<file path="src/rtl/cnn_layer_accel_weight_loader_if.sv">
// Purpose : groups the job, weight-stream and table-configuration signals of the weight loader.
// Latency : n/a (signal bundle only).
// Backpressure: stream uses valid/ready; job side uses job_ready; the table side has no backpressure.
// Ports   : job_start/job_num_kernels/job_ready/job_done (job side),
//           wht_stream_data/valid/ready (DMA side),
//           config_mode/job_accept/kernel_config_valid/num_kernels/wht_config_wren/wht_config_data (table side).
// Modports: master = the loader, slave = the surrounding environment.
interface cnn_layer_accel_weight_loader_if #(
  parameter int C_WEIGHT_WIDTH     = 16,
  parameter int C_WEIGHTS_PER_BEAT = 4
);
  logic                                         job_start;
  logic [6:0]                                   job_num_kernels;
  logic                                         job_ready;
  logic                                         job_done;
  logic [C_WEIGHT_WIDTH*C_WEIGHTS_PER_BEAT-1:0] wht_stream_data;
  logic                                         wht_stream_valid;
  logic                                         wht_stream_ready;
  logic                                         config_mode;
  logic                                         job_accept;
  logic                                         kernel_config_valid;
  logic [15:0]                                  num_kernels;
  logic                                         wht_config_wren;
  logic [C_WEIGHT_WIDTH-1:0]                    wht_config_data;

  modport master (
    input  job_start, job_num_kernels, wht_stream_data, wht_stream_valid,
    output job_ready, job_done, wht_stream_ready, config_mode, job_accept,
           kernel_config_valid, num_kernels, wht_config_wren, wht_config_data
  );

  modport slave (
    output job_start, job_num_kernels, wht_stream_data, wht_stream_valid,
    input  job_ready, job_done, wht_stream_ready, config_mode, job_accept,
           kernel_config_valid, num_kernels, wht_config_wren, wht_config_data
  );
endinterface

</file>
<file path="src/rtl/cnn_layer_accel_weight_loader.sv">
// Purpose : unpacks a packed weight stream and writes it into the weight table as 9-cycle kernel bursts.
// Latency : job_start at t -> CFG t+1, first write t+5, last write t+4+9K, job_done t+6+9K (stream never stalling).
// Backpressure: wht_stream_ready drops when the unpack FIFO cannot take a full beat; bursts never stall once started.
// Ports   : clk, rst (sync, active-high), bus (master modport: job, stream and table-config signals).
module cnn_layer_accel_weight_loader #(
  parameter int C_WEIGHT_WIDTH     = 16,
  parameter int C_WEIGHTS_PER_BEAT = 4,
  parameter int C_KERNEL_SIZE      = 9,
  parameter int C_MAX_KERNELS      = 64,
  parameter int C_BUF_DEPTH        = 16
) (
  input  logic                           clk,
  input  logic                           rst,
  cnn_layer_accel_weight_loader_if.master bus
);
  localparam int AW  = $clog2(C_BUF_DEPTH);
  localparam int OW  = $clog2(C_BUF_DEPTH + 1);
  localparam int WLW = $clog2(C_KERNEL_SIZE * C_MAX_KERNELS + 1);
  localparam int BLW = $clog2((C_KERNEL_SIZE * C_MAX_KERNELS + C_WEIGHTS_PER_BEAT - 1) / C_WEIGHTS_PER_BEAT + 1);
  localparam int KW  = $clog2(C_MAX_KERNELS + 1);
  localparam int BCW = $clog2(C_KERNEL_SIZE);
  localparam int PW  = $clog2(C_WEIGHTS_PER_BEAT + 1);

  typedef enum logic [1:0] {S_IDLE, S_CFG, S_LOAD, S_DONE} state_t;

  state_t                    state, state_nxt;
  logic [KW-1:0]             kernels_left;
  logic [WLW-1:0]            weights_left;
  logic [BLW-1:0]            beats_left;
  logic [15:0]               num_kernels_q;
  logic                      burst_act;
  logic [BCW-1:0]            burst_cnt;
  logic [AW-1:0]             wp, rp;
  logic [OW-1:0]             occ;
  logic                      job_done_q;
  logic [C_WEIGHT_WIDTH-1:0] mem [C_BUF_DEPTH];

  logic           in_load, stream_ready, beat_acc, burst_start, wren, burst_last;
  logic [PW-1:0]  push_n, push_cnt;
  logic [WLW-1:0] wl_init;
  logic [BLW-1:0] bl_init;

  always_comb begin
    in_load      = (state == S_LOAD);
    // Room for a whole beat is required, even if the final beat is partial.
    stream_ready = in_load && (beats_left != '0) &&
                   (occ <= OW'(C_BUF_DEPTH - C_WEIGHTS_PER_BEAT));
    beat_acc     = stream_ready && bus.wht_stream_valid;
    if (weights_left >= WLW'(C_WEIGHTS_PER_BEAT)) push_n = PW'(C_WEIGHTS_PER_BEAT);
    else                                          push_n = PW'(weights_left);
    push_cnt     = beat_acc ? push_n : '0;
    // A burst only starts once a whole kernel is buffered, so it can never underrun.
    burst_start  = in_load && !burst_act && (occ >= OW'(C_KERNEL_SIZE)) && (kernels_left != '0);
    wren         = in_load && (burst_act || burst_start);
    burst_last   = wren && (burst_cnt == BCW'(C_KERNEL_SIZE - 1));
    wl_init      = WLW'(C_KERNEL_SIZE) * WLW'(bus.job_num_kernels);
    bl_init      = BLW'((wl_init + WLW'(C_WEIGHTS_PER_BEAT - 1)) / WLW'(C_WEIGHTS_PER_BEAT));
  end

  always_comb begin
    state_nxt               = state;
    bus.job_ready           = 1'b0;
    bus.job_accept          = 1'b0;
    bus.kernel_config_valid = 1'b0;
    bus.config_mode         = 1'b0;
    case (state)
      S_IDLE: begin
        bus.job_ready = 1'b1;
        if (bus.job_start) state_nxt = (bus.job_num_kernels != '0) ? S_CFG : S_DONE;
      end
      S_CFG: begin
        bus.job_accept          = 1'b1;
        bus.kernel_config_valid = 1'b1;
        bus.config_mode         = 1'b1;
        state_nxt               = S_LOAD;
      end
      S_LOAD: begin
        bus.config_mode = 1'b1;
        if (burst_last && (kernels_left == KW'(1))) state_nxt = S_DONE;
      end
      S_DONE:  state_nxt = S_IDLE;
      default: state_nxt = S_IDLE;
    endcase
  end

  assign bus.wht_stream_ready = stream_ready;
  assign bus.wht_config_wren  = wren;
  assign bus.wht_config_data  = wren ? mem[rp] : '0;
  assign bus.num_kernels      = num_kernels_q;
  assign bus.job_done         = job_done_q;

  always_ff @(posedge clk) begin
    if (rst) begin
      state         <= S_IDLE;
      kernels_left  <= '0;
      weights_left  <= '0;
      beats_left    <= '0;
      num_kernels_q <= '0;
      burst_act     <= 1'b0;
      burst_cnt     <= '0;
      wp            <= '0;
      rp            <= '0;
      occ           <= '0;
      job_done_q    <= 1'b0;
    end else begin
      state      <= state_nxt;
      // job_done trails the DONE state by one cycle.
      job_done_q <= (state == S_DONE);
      if ((state == S_IDLE) && bus.job_start && (bus.job_num_kernels != '0)) begin
        kernels_left  <= KW'(bus.job_num_kernels);
        weights_left  <= wl_init;
        beats_left    <= bl_init;
        num_kernels_q <= 16'(bus.job_num_kernels - 7'd1);
      end
      if (beat_acc) begin
        beats_left   <= beats_left - BLW'(1);
        weights_left <= weights_left - WLW'(push_n);
        wp           <= wp + AW'(push_n);
      end
      if (wren) rp <= rp + AW'(1);
      occ <= occ + OW'(push_cnt) - OW'(wren);
      if (burst_last) begin
        burst_act    <= 1'b0;
        burst_cnt    <= '0;
        kernels_left <= kernels_left - KW'(1);
      end else if (wren) begin
        burst_act <= 1'b1;
        burst_cnt <= burst_cnt + BCW'(1);
      end
    end
  end

  // Storage needs no reset: the pointers define what is valid.
  always_ff @(posedge clk) begin
    if (!rst && beat_acc) begin
      for (int i = 0; i < C_WEIGHTS_PER_BEAT; i++) begin
        if (PW'(i) < push_n)
          mem[wp + AW'(i)] <= bus.wht_stream_data[i*C_WEIGHT_WIDTH +: C_WEIGHT_WIDTH];
      end
    end
  end
endmodule

</file>
<file path="src/flat_wrapper.sv">
// flat-port wrapper written by rule: the top's interface ports become plain ports
module cnn_layer_accel_weight_loader_flat 
#(
  parameter int C_WEIGHT_WIDTH     = 16,
  parameter int C_WEIGHTS_PER_BEAT = 4,
  parameter int C_KERNEL_SIZE      = 9,
  parameter int C_MAX_KERNELS      = 64,
  parameter int C_BUF_DEPTH        = 16
)
  (clk, rst, bus_job_start, bus_job_num_kernels, bus_wht_stream_data, bus_wht_stream_valid, bus_job_ready, bus_job_done, bus_wht_stream_ready, bus_config_mode, bus_job_accept, bus_kernel_config_valid, bus_num_kernels, bus_wht_config_wren, bus_wht_config_data);
  cnn_layer_accel_weight_loader_if #(.C_WEIGHT_WIDTH(C_WEIGHT_WIDTH), .C_WEIGHTS_PER_BEAT(C_WEIGHTS_PER_BEAT)) bus_i ();
  input  logic clk;
  input  logic rst;
  input wire logic [$bits(bus_i.job_start)-1:0] bus_job_start;
  input wire logic [$bits(bus_i.job_num_kernels)-1:0] bus_job_num_kernels;
  input wire logic [$bits(bus_i.wht_stream_data)-1:0] bus_wht_stream_data;
  input wire logic [$bits(bus_i.wht_stream_valid)-1:0] bus_wht_stream_valid;
  output wire logic [$bits(bus_i.job_ready)-1:0] bus_job_ready;
  output wire logic [$bits(bus_i.job_done)-1:0] bus_job_done;
  output wire logic [$bits(bus_i.wht_stream_ready)-1:0] bus_wht_stream_ready;
  output wire logic [$bits(bus_i.config_mode)-1:0] bus_config_mode;
  output wire logic [$bits(bus_i.job_accept)-1:0] bus_job_accept;
  output wire logic [$bits(bus_i.kernel_config_valid)-1:0] bus_kernel_config_valid;
  output wire logic [$bits(bus_i.num_kernels)-1:0] bus_num_kernels;
  output wire logic [$bits(bus_i.wht_config_wren)-1:0] bus_wht_config_wren;
  output wire logic [$bits(bus_i.wht_config_data)-1:0] bus_wht_config_data;
  assign bus_i.job_start = bus_job_start;
  assign bus_i.job_num_kernels = bus_job_num_kernels;
  assign bus_i.wht_stream_data = bus_wht_stream_data;
  assign bus_i.wht_stream_valid = bus_wht_stream_valid;
  assign bus_job_ready = bus_i.job_ready;
  assign bus_job_done = bus_i.job_done;
  assign bus_wht_stream_ready = bus_i.wht_stream_ready;
  assign bus_config_mode = bus_i.config_mode;
  assign bus_job_accept = bus_i.job_accept;
  assign bus_kernel_config_valid = bus_i.kernel_config_valid;
  assign bus_num_kernels = bus_i.num_kernels;
  assign bus_wht_config_wren = bus_i.wht_config_wren;
  assign bus_wht_config_data = bus_i.wht_config_data;
  cnn_layer_accel_weight_loader #(.C_WEIGHT_WIDTH(C_WEIGHT_WIDTH), .C_WEIGHTS_PER_BEAT(C_WEIGHTS_PER_BEAT), .C_KERNEL_SIZE(C_KERNEL_SIZE), .C_MAX_KERNELS(C_MAX_KERNELS), .C_BUF_DEPTH(C_BUF_DEPTH)) u_core (.clk(clk), .rst(rst), .bus(bus_i));
endmodule
</file>
<file path="config.mk">
export PLATFORM = sky130hd
export DESIGN_NAME = cnn_layer_accel_weight_loader_flat
export DESIGN_NICKNAME = d
export VERILOG_FILES = /design/src/rtl/cnn_layer_accel_weight_loader_if.sv /design/src/rtl/cnn_layer_accel_weight_loader.sv /design/src/flat_wrapper.sv
export SDC_FILE = /design/constraint.sdc
export NUM_CORES = 1
export LEC_CHECK = 0
export BUFFER_PORTS_ARGS = -buffer_cell sky130_fd_sc_hd__buf_2
export CORE_UTILIZATION = 35
export CTS_CLUSTER_DIAMETER = 150
export DETAILED_ROUTE_END_ITERATION = 6
export GPL_TIMING_DRIVEN = 0
export SETUP_SLACK_MARGIN = 0.2
export SYNTH_ARGS = -nofsm -noshare
export SYNTH_HDL_FRONTEND = slang
export SYNTH_SLANG_ARGS = --single-unit
</file>
<file path="constraint.sdc">
create_clock -name clk -period 3.8 [get_ports clk]
set_input_delay 0.38 -clock clk [delete_from_list [all_inputs] [get_ports clk]]
set_output_delay 0.38 -clock clk [all_outputs]
set_load 0.01 [all_outputs]
</file>
==> metrics.yaml <==
crit_arrival_ns: 3.83
avgSynthCellArea_um2: 10.2
diodes: 0
dp_slack_ns: -0.396
grt_max_degree: 14
postLayoutCellArea_um2: 24200
synth_edf_count: 256
postPlaceCellArea_um2: 22500
root_buffer: "clkbuf_16"
cts.reportedPaths.clkPinSlew_ns: 0.06
worst_pin_slew_ns: 1.05
setup_ws_ns: 0.235
max_freq_mhz: 281
wl_per_cell_um: 28.3
numCtsBuffers: 39
grt_first_pass_wirelength_um: 124000
critPathLaunchType: "register"
min_period_ns: 3.56
grt_usage_pct: 27.9
min_path_cells: 2
synthFlopType: "edfxtp_1"
multi_input_area_um2: 10900
path_max_fanout: 10
power_density_nw_per_um2: 368
maxSlewViolCount: 0
dp_hpwl_um: 66000
grt_pass1_vias: 18635
post-synth-top-count-cell: "o22ai_1"
drive_gt1_share_pct: 20.6
globalplace.congestion: 1.03
synth_seq_cells: 314
whs_ns: 0.133
detail_route.wirelength_um: 85800
vias: 19398
die_h_um: 246
end_kind: "register"
clockBufferDepth: 3
setup_viol: 0
initial_utilization_pct: 35.4
rows: 89
synth.cell_area_um2: 20900
synthesis.nets: 2166
cts_tree: "done"
final_nets: 2337
hold_buffers: 0
fin_cells: 3027
crit_type: "reg2reg"
seq_area_um2: 8850
syn2layout_area_growth_pct: 15.6
ant_nets: 0
async_flop_share_pct: 0
p_leak_nw: 8.58
relSlewSlack_pct: 29.1
hold_viol: 0
grt-ovfl-total: 0
clock-sinks: 314
finClkSkew_ns: 0.0178
core_um2: 59000
ys_seq_area_share_pct: 42.3
drc: 21
boundaryPins: 114
ys.warnings.count: 0
synth_largest_area_cell: "edfxtp_1"
viasPerCell: 6.41
htreeDepth: 2
synth.area.top_cells: "edfxtp_1, mux4_2, o22ai_1"
hold_class: "in2reg"
fillers: 5716
worstPathRequired_ns: 4.06
synthCells: 2054
violations: "design-rule violations"
drtIter0Drc: 2569
cap_violations: 0
first_pass_iters: 7
clk_latency_ns: 0.56
rsz0062_at_grt: "true"
die_area_um2: 60700
vdd_drop_max_mv: 0.298
r2r_slack_ns: 0.24
numPortBuffers: 83
p_total_mw: 8.89
antenna_found_initial: 0
placed_cells: 2934
yosys.area.top_type_share_pct: 36.8
synthTopCellsByCount: "o22ai_1, edfxtp_1, nand2_1"
reg2reg_depth: 11
fin_crit_sh_pct: 93.8
synth_cell_type_count: 78
fp.dieW_um: 246
outcome: "finished with violations"
[repair_timing]
item / in CTS / in global routing
setup buffers: 16 / 7
resized for setup: 44 / 35
endpoints found under the setup margin: 242 / 284
pin swaps: 12 / 4
[critical path, cell delays in order (launching register included)]
cell and delay, ns:
dfxtp_1 0.42, buf_2 0.25, nand2_1 0.40, xor2_1 0.34, nor2_2 0.39, nand3_2 0.33, and2_1 0.26, clkbuf_2 0.19
buf_2 0.25, o211ai_1 0.11, buf_4 0.16, buf_4 0.16
[final cells by class]
| class | count | area share, % |
|---|---|---|
| inverter | 37 | 0.575 |
| tap | 773 | 4.00 |
| clock buffer | 47 | 4.20 |
| clock inverter | 23 | 0.942 |
| timing repair buffer | 130 | 3.45 |
| buffer | 252 | 5.23 |
| sequential | 314 | 36.6 |
| multi-input combinational | 1451 | 45.0 |
[power breakdown]
group | leakage, nW | switching [mW] | internal (mW)
Clock | 0.603 | 1.56 | 2.18
Sequential | 2.77 | 0.0577 | 3.78
Combinational | 5.20 | 0.878 | 0.439
Total | 8.58 | 2.50 | 6.40
[worst paths after layout]
path / startpoint / endpoint
max: u_core.wp[1] / u_core.mem[0][0]
min: bus_job_num_kernels[0] / u_core.bus.num_kernels[0]
max reg2reg: u_core.wp[1] / u_core.mem[0][0]
min reg2reg: u_core.burst_cnt[3] / u_core.burst_cnt[3]
[stage by stage]
stage          setup TNS, ns  util (%)
6_report                   0      41.0
3_5_place_dp          -17.37      38.2
4_1_cts                    0      40.6
2_1_floorplan              0         -
5_1_grt                    0      41.0
3_3_place_gp         -180.90      37.8
[cell usage in the layout, fill, tap and decap left out, types with 36 or more instances in the layout]
master	synthesis	routed
buf_4	21	59
buf_2	56	139
mux2i_1	159	159
o22ai_1	260	260
clkbuf_16	0	39
inv_1	36	36
a31oi_1	99	99
nand2_1	238	235
nor2_1	74	71
clkbuf_1	116	110
edfxtp_1	256	256
mux4_2	80	80
a21oi_1	173	172
dfxtp_1	58	58
[metal layers]
metal	part of all wire (%)	up-vias	GRT usage, %
met3	11	222	6.57
met1	39	9515	36.4
li1	-	8311	-
met4	3.1	0	8.73
met2	47	1350	45.3
met5	0	-	0
[cell families (layout without fill, tap and decap cells)]
logic type | count (synthesis) | after routing | share of synthesized area (%)
buf+inv | 289 | 489 | 6.50
simple gates | 501 | 501 | 12.3
compound gates | 637 | 637 | 18.7
other cells | 1 | 1 | 0.0179
flops | 314 | 314 | 42.3
mux | 243 | 243 | 16.4
fa+ha+maj | 37 | 37 | 2.32
xor+xnor | 32 | 32 | 1.38
[state kept, by name, summed over array words and instances (netlist names), named ones only]
register,cells
u_core.burst_cnt,4
u_core.beats_left,8
u_core.burst_act,1
u_core.occ,5
u_core.rp,4
u_core.wp,4
u_core.mem,256
u_core.kernels_left,7
u_core.state,2
u_core.bus.job_done,1
u_core.bus.num_kernels,8
u_core.weights_left,10
(Power assumes the default switching activity.)
